`config.mk`:
```
export PLATFORM = sky130hd
export DESIGN_NAME = uart_rx
export DESIGN_NICKNAME = d
export VERILOG_FILES = /design/src/rtl/uart_rx.sv
export SDC_FILE = /design/constraint.sdc
export NUM_CORES = 1
export LEC_CHECK = 0
export CORE_ASPECT_RATIO = 1.25
export CORE_UTILIZATION = 59
export DETAILED_ROUTE_END_ITERATION = 8
export PLACE_DENSITY_LB_ADDON = 0.1
export SYNTH_ARGS = -nofsm -noshare
export SYNTH_HDL_FRONTEND = slang
export SYNTH_SLANG_ARGS = --single-unit
export TNS_END_PERCENT = 50
```
`constraint.sdc`:
```
create_clock -name clk -period 3.8 [get_ports clk]
set_input_delay 0.38 -clock clk [delete_from_list [all_inputs] [get_ports clk]]
set_output_delay 0.38 -clock clk [all_outputs]
set_load 0.05 [all_outputs]
```
`src/rtl/uart_rx.sv`:
```
// uart_rx: 16x-oversampling UART receiver. Recovers start/data/[parity]/stop
// frames from the rx line and presents each word with a one-clock done pulse
// plus framing and parity error flags.
//
//   state  | meaning
//   -------+---------------------------------------------------------------
//   IDLE   | line idle, waiting for rx_s low (no tick needed to leave)
//   START  | counting to mid start bit; high there means glitch -> IDLE
//   DATA   | sampling DBIT data bits LSB first, one every 16 ticks
//   PARITY | sampling the parity bit and latching the mismatch flag
//   STOP   | waiting SB_TICK ticks, then delivering the word
module uart_rx #(
  parameter int DBIT       = 8,
  parameter int SB_TICK    = 16,
  parameter int PARITY_EN  = 0,
  parameter int PARITY_ODD = 0
) (
  input  logic            clk,
  input  logic            reset,
  input  logic            rx,
  input  logic            s_tick,
  output logic [DBIT-1:0] rx_data,
  output logic            rx_done_tick,
  output logic            frame_err,
  output logic            parity_err
);

  typedef enum logic [2:0] {
    IDLE   = 3'd0,
    START  = 3'd1,
    DATA   = 3'd2,
    PARITY = 3'd3,
    STOP   = 3'd4
  } state_t;

  localparam logic [4:0] MID_START = 5'd7;
  localparam logic [4:0] BIT_LAST  = 5'd15;
  localparam logic [4:0] STOP_LAST = 5'(SB_TICK - 1);
  localparam logic [2:0] N_LAST    = 3'(DBIT - 1);
  localparam logic       PODD      = (PARITY_ODD != 0);
  localparam bit         PEN       = (PARITY_EN != 0);

  logic [1:0]      sync_q, sync_d;
  logic            rx_s;
  state_t          state_q, state_d;
  logic [4:0]      s_cnt_q, s_cnt_d;
  logic [2:0]      n_cnt_q, n_cnt_d;
  logic [DBIT-1:0] shift_q, shift_d;
  logic            perr_q, perr_d;
  logic [DBIT-1:0] rx_data_q, rx_data_d;
  logic            done_q, done_d;
  logic            ferr_q, ferr_d;
  logic            perr_out_q, perr_out_d;

  // Two-flop synchronizer for the asynchronous rx line; idle high.
  assign sync_d = {sync_q[0], rx};
  assign rx_s   = sync_q[1];

  // State, counters, shift register and registered outputs.
  always_ff @(posedge clk or negedge reset) begin
    if (!reset) begin
      sync_q     <= 2'b11;
      state_q    <= IDLE;
      s_cnt_q    <= '0;
      n_cnt_q    <= '0;
      shift_q    <= '0;
      perr_q     <= 1'b0;
      rx_data_q  <= '0;
      done_q     <= 1'b0;
      ferr_q     <= 1'b0;
      perr_out_q <= 1'b0;
    end else begin
      sync_q     <= sync_d;
      state_q    <= state_d;
      s_cnt_q    <= s_cnt_d;
      n_cnt_q    <= n_cnt_d;
      shift_q    <= shift_d;
      perr_q     <= perr_d;
      rx_data_q  <= rx_data_d;
      done_q     <= done_d;
      ferr_q     <= ferr_d;
      perr_out_q <= perr_out_d;
    end
  end

  // Next-state and datapath updates; counters only advance on s_tick.
  always_comb begin
    state_d    = state_q;
    s_cnt_d    = s_cnt_q;
    n_cnt_d    = n_cnt_q;
    shift_d    = shift_q;
    perr_d     = perr_q;
    rx_data_d  = rx_data_q;
    ferr_d     = ferr_q;
    perr_out_d = perr_out_q;
    done_d     = 1'b0;
    case (state_q)
      IDLE: begin
        if (!rx_s) begin
          state_d = START;
          s_cnt_d = '0;
        end
      end
      START: begin
        if (s_tick) begin
          if (s_cnt_q == MID_START) begin
            if (!rx_s) begin
              state_d = DATA;
              s_cnt_d = '0;
              n_cnt_d = '0;
            end else begin
              state_d = IDLE;
            end
          end else begin
            s_cnt_d = s_cnt_q + 5'd1;
          end
        end
      end
      DATA: begin
        if (s_tick) begin
          if (s_cnt_q == BIT_LAST) begin
            shift_d = {rx_s, shift_q[DBIT-1:1]};
            s_cnt_d = '0;
            if (n_cnt_q == N_LAST) begin
              state_d = PEN ? PARITY : STOP;
            end else begin
              n_cnt_d = n_cnt_q + 3'd1;
            end
          end else begin
            s_cnt_d = s_cnt_q + 5'd1;
          end
        end
      end
      PARITY: begin
        if (s_tick) begin
          if (s_cnt_q == BIT_LAST) begin
            perr_d  = ((^shift_q) ^ rx_s) != PODD;
            state_d = STOP;
            s_cnt_d = '0;
          end else begin
            s_cnt_d = s_cnt_q + 5'd1;
          end
        end
      end
      STOP: begin
        if (s_tick) begin
          if (s_cnt_q == STOP_LAST) begin
            rx_data_d  = shift_q;
            ferr_d     = ~rx_s;
            perr_out_d = PEN ? perr_q : 1'b0;
            done_d     = 1'b1;
            state_d    = IDLE;
          end else begin
            s_cnt_d = s_cnt_q + 5'd1;
          end
        end
      end
      default: state_d = IDLE;
    endcase
  end

  assign rx_data      = rx_data_q;
  assign rx_done_tick = done_q;
  assign frame_err    = ferr_q;
  assign parity_err   = perr_out_q;

endmodule

```
==> results of run 1 <==
-- logic make-up (layout without fill, tap and decap cells) --
logic type,Yosys count,in the layout
XOR/XNOR,2,2
AND/OR/NAND/NOR,29,29
adder cells (fa/ha/maj),6,6
flip-flops,31,31
multiplexers,19,19
AO/OA/AOI/OAI,25,25
other,1,1
buffers and inverters,11,26
-- cells in the final DEF, fill, tap and decap left out, types with 2 or more instances in the layout --
master,netlist,layout
a2111oi_0,2,2
a21oi_1,2,2
a22o_1,5,5
and3_1,2,2
clkbuf_4,0,5
clkdlybuf4s50_1,0,13
dfrtp_1,29,29
dfstp_2,2,2
ha_1,6,6
inv_1,4,4
mux2_2,19,19
nand2_1,6,6
nand2b_1,2,2
nand3_1,4,4
nor2_1,5,5
o21ai_0,3,3
o22ai_1,2,2
or3_1,2,2
or3b_1,2,2
-- worst paths after layout --
| kind | start | to | slack (ns) |
|---|---|---|---|
| max | s_cnt_q[1] | n_cnt_q[0] | 1.62 |
| min | sync_q[0] | sync_q[1] | 0.35 |
| max reg2reg | s_cnt_q[1] | n_cnt_q[0] | 1.62 |
| min reg2reg | sync_q[0] | sync_q[1] | 0.35 |
| max in group asynchronous | reset | sync_q[0] | 3.05 |
| min in group asynchronous | reset | s_cnt_q[1] | 0.42 |
-- power breakdown --
group          internal [mW]  switching, mW
clock network         0.0895          0.107
logic                 0.0740         0.0615
registers              0.378         0.0418
total                  0.542          0.211
-- cell type report --
type	count	area share (%)
sequential	31	45.8
timing repair buffer	14	8.10
multi-input combinational	82	39.2
inverter	4	0.884
clock buffer	7	3.24
tap	33	2.43
clock inverter	1	0.295
-- worst register-to-register path, cell delays in order, from the launching register on --
cell and delay [ns]:
dfrtp_1 0.40, ha_1 0.24, and3_1 0.23, ha_1 0.23, nand2_1 0.08, or3_1 0.51
a21oi_1 0.28, mux2_2 0.19
-- stage by stage --
| step | hold slack, ns | setup WS (ns) |
|---|---|---|
| final | 0.347 | 1.62 |
| after global routing | 0.363 | 1.46 |
| after CTS | 0.358 | 1.60 |
| after detailed placement | 0.347 | 1.54 |
| after global placement | 0.346 | 1.56 |
| after floorplan | 0.0844 | 1.82 |
-- sequential cells by signal (all words and copies together), names as in the netlist --
name / count
rx_data: 8
shift_q: 8
s_cnt_q: 5
n_cnt_q: 3
state_q: 3
sync_q: 2
frame_err: 1
rx_done_tick: 1
-- metal layers --
metal	part of all wire, %	vias up	routed length (microns)	GRT usage [%]
met1	43	474	1080	27.6
met3	5.3	7	132	9.82
met5	0	-	0	0
met2	49	25	1210	33.1
li1	-	482	-	-
met4	2.9	0	72	13.5
==> results.tsv, run 1 <==
metric	value	unit
result of the run	finished, final reports clean	
die outline area	2750	sq um
global-route wire length before repair	4.28	mm
Relative slew margins	65.1	%
multi-input combinational cell area	667	sq um
buffers and inverters on the worst path	0	
Clock Root Buffer	clkbuf_4	
sum of routed wire length over all layers	2.50	mm
critical path type	flip-flop to flip-flop	
post-CTS sizing	0	
data required time of the worst path	4.09	ns
clk slew on worst S/H paths	0.11	ns
highest-delay cell along the critical path	or3_1	
crit path max fanout	10	
average size of a mapped cell	12.1	sq um
DRT antenna net count	0	
crit start category	flip-flop	
number of buffers added to fix hold violations after cts	0	
effective utilization at floorplan	61.9	%
CTS Buf Count	5	
post-detail-place hpwl	1.74	mm
initial DRC count	15	
Post-CTS Repair Setup Buffers	0	
Cell variety after synth	41	
FF-to-FF path depth	7	
post-synthesis adder-cell area fraction	5.00	%
register bit count reported by yosys	31	
critical path's top delay family	simple AND/OR/NAND/NOR gates	
simple logic cell fraction of the synthesized area	10.7	%
Leakage	0.789	nW
ranking of synthesized cells by area	dfrtp_1, mux2_2, ha_1	
worst-skew pair later-pin latency	0.33	ns
top-area cell type share of the netlist area	48.3	%
storage element area	778	sq um
maximum operating frequency	459	MHz
number of filler instances in the final layout	189	
largest family of logic cells by synthesized area	multiplexers	
synthesis warning total	0	
number of antenna violations at the first check in global routing	0	
TritonRoute pass-1 iters	4	
finished layout cell area	1700	sq um
hold path cells	0	
cell type with the highest aggregate area in the netlist	dfrtp_1	
number of cell rows	20	
buffer levels on the longest clock path	2	
synthesized-area fraction occupied by ao, oa, aoi and oai cells	13.0	%
critical path endpoint category	flip-flop	
total count of hold-check failures in the final report	0	
arrival time at the worst endpoint	2.46	ns
largest voltage drop on the vdd net	0.304	mV
Post-synth EDFFs	0	
maximum single-stage delay on the critical path	0.51	ns
clk sinks	31	
instance count after placement with tap cells included	164	
final slew viol count	0	
most used standard cell by instance count after synthesis	dfrtp_1	
average wire length per cell after detail routing	14.5	microns
last weighted congestion value of the routability-driven placer	0.865	
portion of netlist area occupied by mux cells	14.2	%
CP dominant cell by count	ha_1	
quantity of I/O buffers inserted on ports	13	
Core Footprint	2430	sq um
share of final-layout standard cells stronger than drive strength 1	21.6	%
PD cells	443	nW/um^2
Crit. path cell count	7	
via count	988	
post-synthesis instance total	124	
sequential element share of the synthesized area	51.8	%
fraction of synthesized cell area in xor and xnor cells	1.17	%
maximum number of pins on one net before global-route repair	32	
final non-filler cell total	172	
grt ovf	0	
max-capacitance violation count	0	
vias in the first global route	1011	
share of the clock period used by the worst path after layout	57.3	%
actual transition at the worst max-transition pin	0.523	ns
GRT Total Usage	22.8	%
most common library cells after synthesis	dfrtp_1, mux2_2, ha_1, nand2_1	
proportion of synthesized flip-flops having asynchronous set or reset	100	%
total setup violations reported at the end of the flow	0	
horizontal die dimension	47.1	microns
total number of nets in the final design	148	
number of vias per cell	5.74	
unrepaired setup endpoints after global routing	false	
Die Ht	58.4	microns
total power after layout	0.752	mW
Net Count, Synth	134	
area growth from synthesis to final layout	13.2	%
setup_tns	0	ns
min Tclk post-route	2.18	ns
antenna fix cells	0	
count of unresolved DRC violations after routing	0	
H-tree lvl count	2	
maximum clock skew at final layout	0.0256	ns
final core area utilization	70.0	%
IO Pins	15	
chain of cells forming the critical path	ha_1 -> and3_1 -> ha_1 -> nand2_1 -> or3_1 -> a21oi_1 -> mux2_2	
Min-Delay Path Class	flip-flop to flip-flop	
CTS tree	built	
cell area after placement	1640	sq um
Cell Area, Synth	1500	sq um
predominant post-synthesis flop cell	dfrtp_1	
Power figures use the tool's default switching activity.
==> run 2, diff against run 1 <==
--- a/config.mk
+++ b/config.mk
@@ -6,7 +6,7 @@
 export NUM_CORES = 1
 export LEC_CHECK = 0
 export CORE_ASPECT_RATIO = 1.25
-export CORE_UTILIZATION = 59
+export CORE_UTILIZATION = 50
 export DETAILED_ROUTE_END_ITERATION = 8
 export PLACE_DENSITY_LB_ADDON = 0.1
 export SYNTH_ARGS = -nofsm -noshare
==> constraint.sdc (replaced) <==
create_clock -name clk -period 1.95 [get_ports clk]
set_input_delay 0.195 -clock clk [delete_from_list [all_inputs] [get_ports clk]]
set_output_delay 0.195 -clock clk [all_outputs]
set_load 0.05 [all_outputs]
==> results.tsv, run 2 (synthesis results as in run 1) <==
metric	value	unit
last weighted congestion value of the routability-driven placer	0.811	
grt ovf	0	
met2 usage	34.2	%
clk slew on worst S/H paths	0.10	ns
number of cell rows	21	
post-detail-place hpwl	1.94	mm
leading cell type in the layout, fill and taps excluded	dfrtp_1	
number of buffers added to fix hold violations after cts	0	
actual transition at the worst max-transition pin	0.507	ns
number of vias per cell	5.58	
share of final-layout standard cells stronger than drive strength 1	32.5	%
crit path max fanout	3	
critical path endpoint category	flip-flop	
count of unresolved DRC violations after routing	0	
die outline area	3230	sq um
Core Footprint	2760	sq um
initial DRC count	26	
average wire length per cell after detail routing	14.8	microns
sum of routed wire length over all layers	2.74	mm
total setup violations reported at the end of the flow	0	
CTS tree	built	
via count	1033	
antenna fix cells	0	
effective utilization at floorplan	54.4	%
min Tclk post-route	1.89	ns
total number of nets in the final design	160	
Die Ht	63.3	microns
total count of hold-check failures in the final report	0	
unrepaired setup endpoints after global routing	false	
area growth from synthesis to final layout	22.4	%
buffer levels on the longest clock path	2	
maximum clock skew at final layout	0.00880	ns
total power after layout	1.54	mW
setup_tns	0	ns
most used cells in the layout excluding fill and tap cells	dfrtp_1, mux2_2, clkdlybuf4s50_1	
max-capacitance violation count	0	
arrival time at the worst endpoint	2.10	ns
quantity of I/O buffers inserted on ports	13	
Clock Root Buffer	clkbuf_4	
met1 track demand over resource in global routing	20.8	%
TritonRoute pass-1 iters	4	
PD cells	840	nW/um^2
Leakage	0.847	nW
clk sinks	31	
GRT Total Usage	19.4	%
global-route wire length before repair	4.57	mm
CTS Buf Count	5	
Min-Delay Path Class	input pin to async pin	
share of the clock period used by the worst path after layout	96.7	%
Relative slew margins	66.1	%
maximum operating frequency	530	MHz
DRT antenna net count	0	
GRT busiest layer	met2	
worst-skew pair later-pin latency	0.33	ns
IO Pins	15	
data required time of the worst path	2.17	ns
result of the run	finished, final reports clean	
crit start category	flip-flop	
maximum number of pins on one net before global-route repair	32	
H-tree lvl count	2	
horizontal die dimension	51.0	microns
final slew viol count	0	
met3 usage in global routing	5.80	%
number of antenna violations at the first check in global routing	0	
critical path type	flip-flop to flip-flop	
largest voltage drop on the vdd net	0.721	mV
vias in the first global route	1064	
## run 2: final cells by class
class	count	area [sq um]
tap	34	42.5
multi-input combinational	82	708
sequential	31	778
clock inverter	1	5.00
timing repair buffer	26	244
clock buffer	7	45.0
inverter	4	15.0
fill	209	921
## run 2: metal layers
| layer | wire length, microns | vias up |
|---|---|---|
| met4 | 55 | 0 |
| li1 | - | 503 |
| met1 | 1160 | 510 |
| met3 | 93 | 6 |
| met2 | 1440 | 14 |
| met5 | 0 | - |
## run 2: worst max-delay path, stage by stage, from the launching register on
cell,delay (ns)
dfrtp_1,0.39
ha_2,0.19
and3_4,0.20
ha_2,0.19
o22a_1,0.24
or2_4,0.26
a221o_1,0.30
## run 2: what timing repair did
| action | in CTS | in global routing |
|---|---|---|
| endpoints found under the hold margin | 0 | 0 |
| setup buffers | 0 | 1 |
| resized for setup | 3 | 8 |
| endpoints found under the setup margin | 8 | 12 |
| pin swaps | 0 | 0 |
## run 2: where the power goes
part	internal (mW)	switching, mW	leakage, nW	total [mW]
Combinational	0.219	0.164	0.411	0.383
Clock	0.140	0.214	0.0293	0.355
Sequential	0.737	0.0691	0.407	0.806
## run 2: path summary, 6_finish.rpt
| check | slack [ns] | startpoint | depth (start not counted) | to |
|---|---|---|---|---|
| worst max-delay path | 0.06 | s_cnt_q[0] | 6 | s_cnt_q[2] |
| min in group clk | 0.27 | rx | 1 | sync_q[0] |
| worst max register to register | 0.06 | s_cnt_q[0] | 6 | s_cnt_q[2] |
| max in group asynchronous | 1.39 | reset | 2 | sync_q[0] |
| worst min register to register | 0.36 | sync_q[0] | 0 | sync_q[1] |
| worst min-delay path | 0.24 | reset | 2 | s_cnt_q[4] |
## run 2: stage by stage
stage / util, % / instance area [sq um] / hold WS [ns] / cells / worst slack [ns]
floorplan: - / 1500 / -0.101 / 124 / 0.0492
global placement: 62.9 / 1740 / 0.346 / 176 / 0.00553
detailed placement: 62.9 / 1740 / 0.348 / 176 / -0.0186
CTS: 65.0 / 1790 / 0.242 / 184 / 0.0135
global route: 66.6 / 1840 / 0.255 / 185 / 0.00776
finish: 66.6 / 1840 / 0.236 / 185 / 0.0635
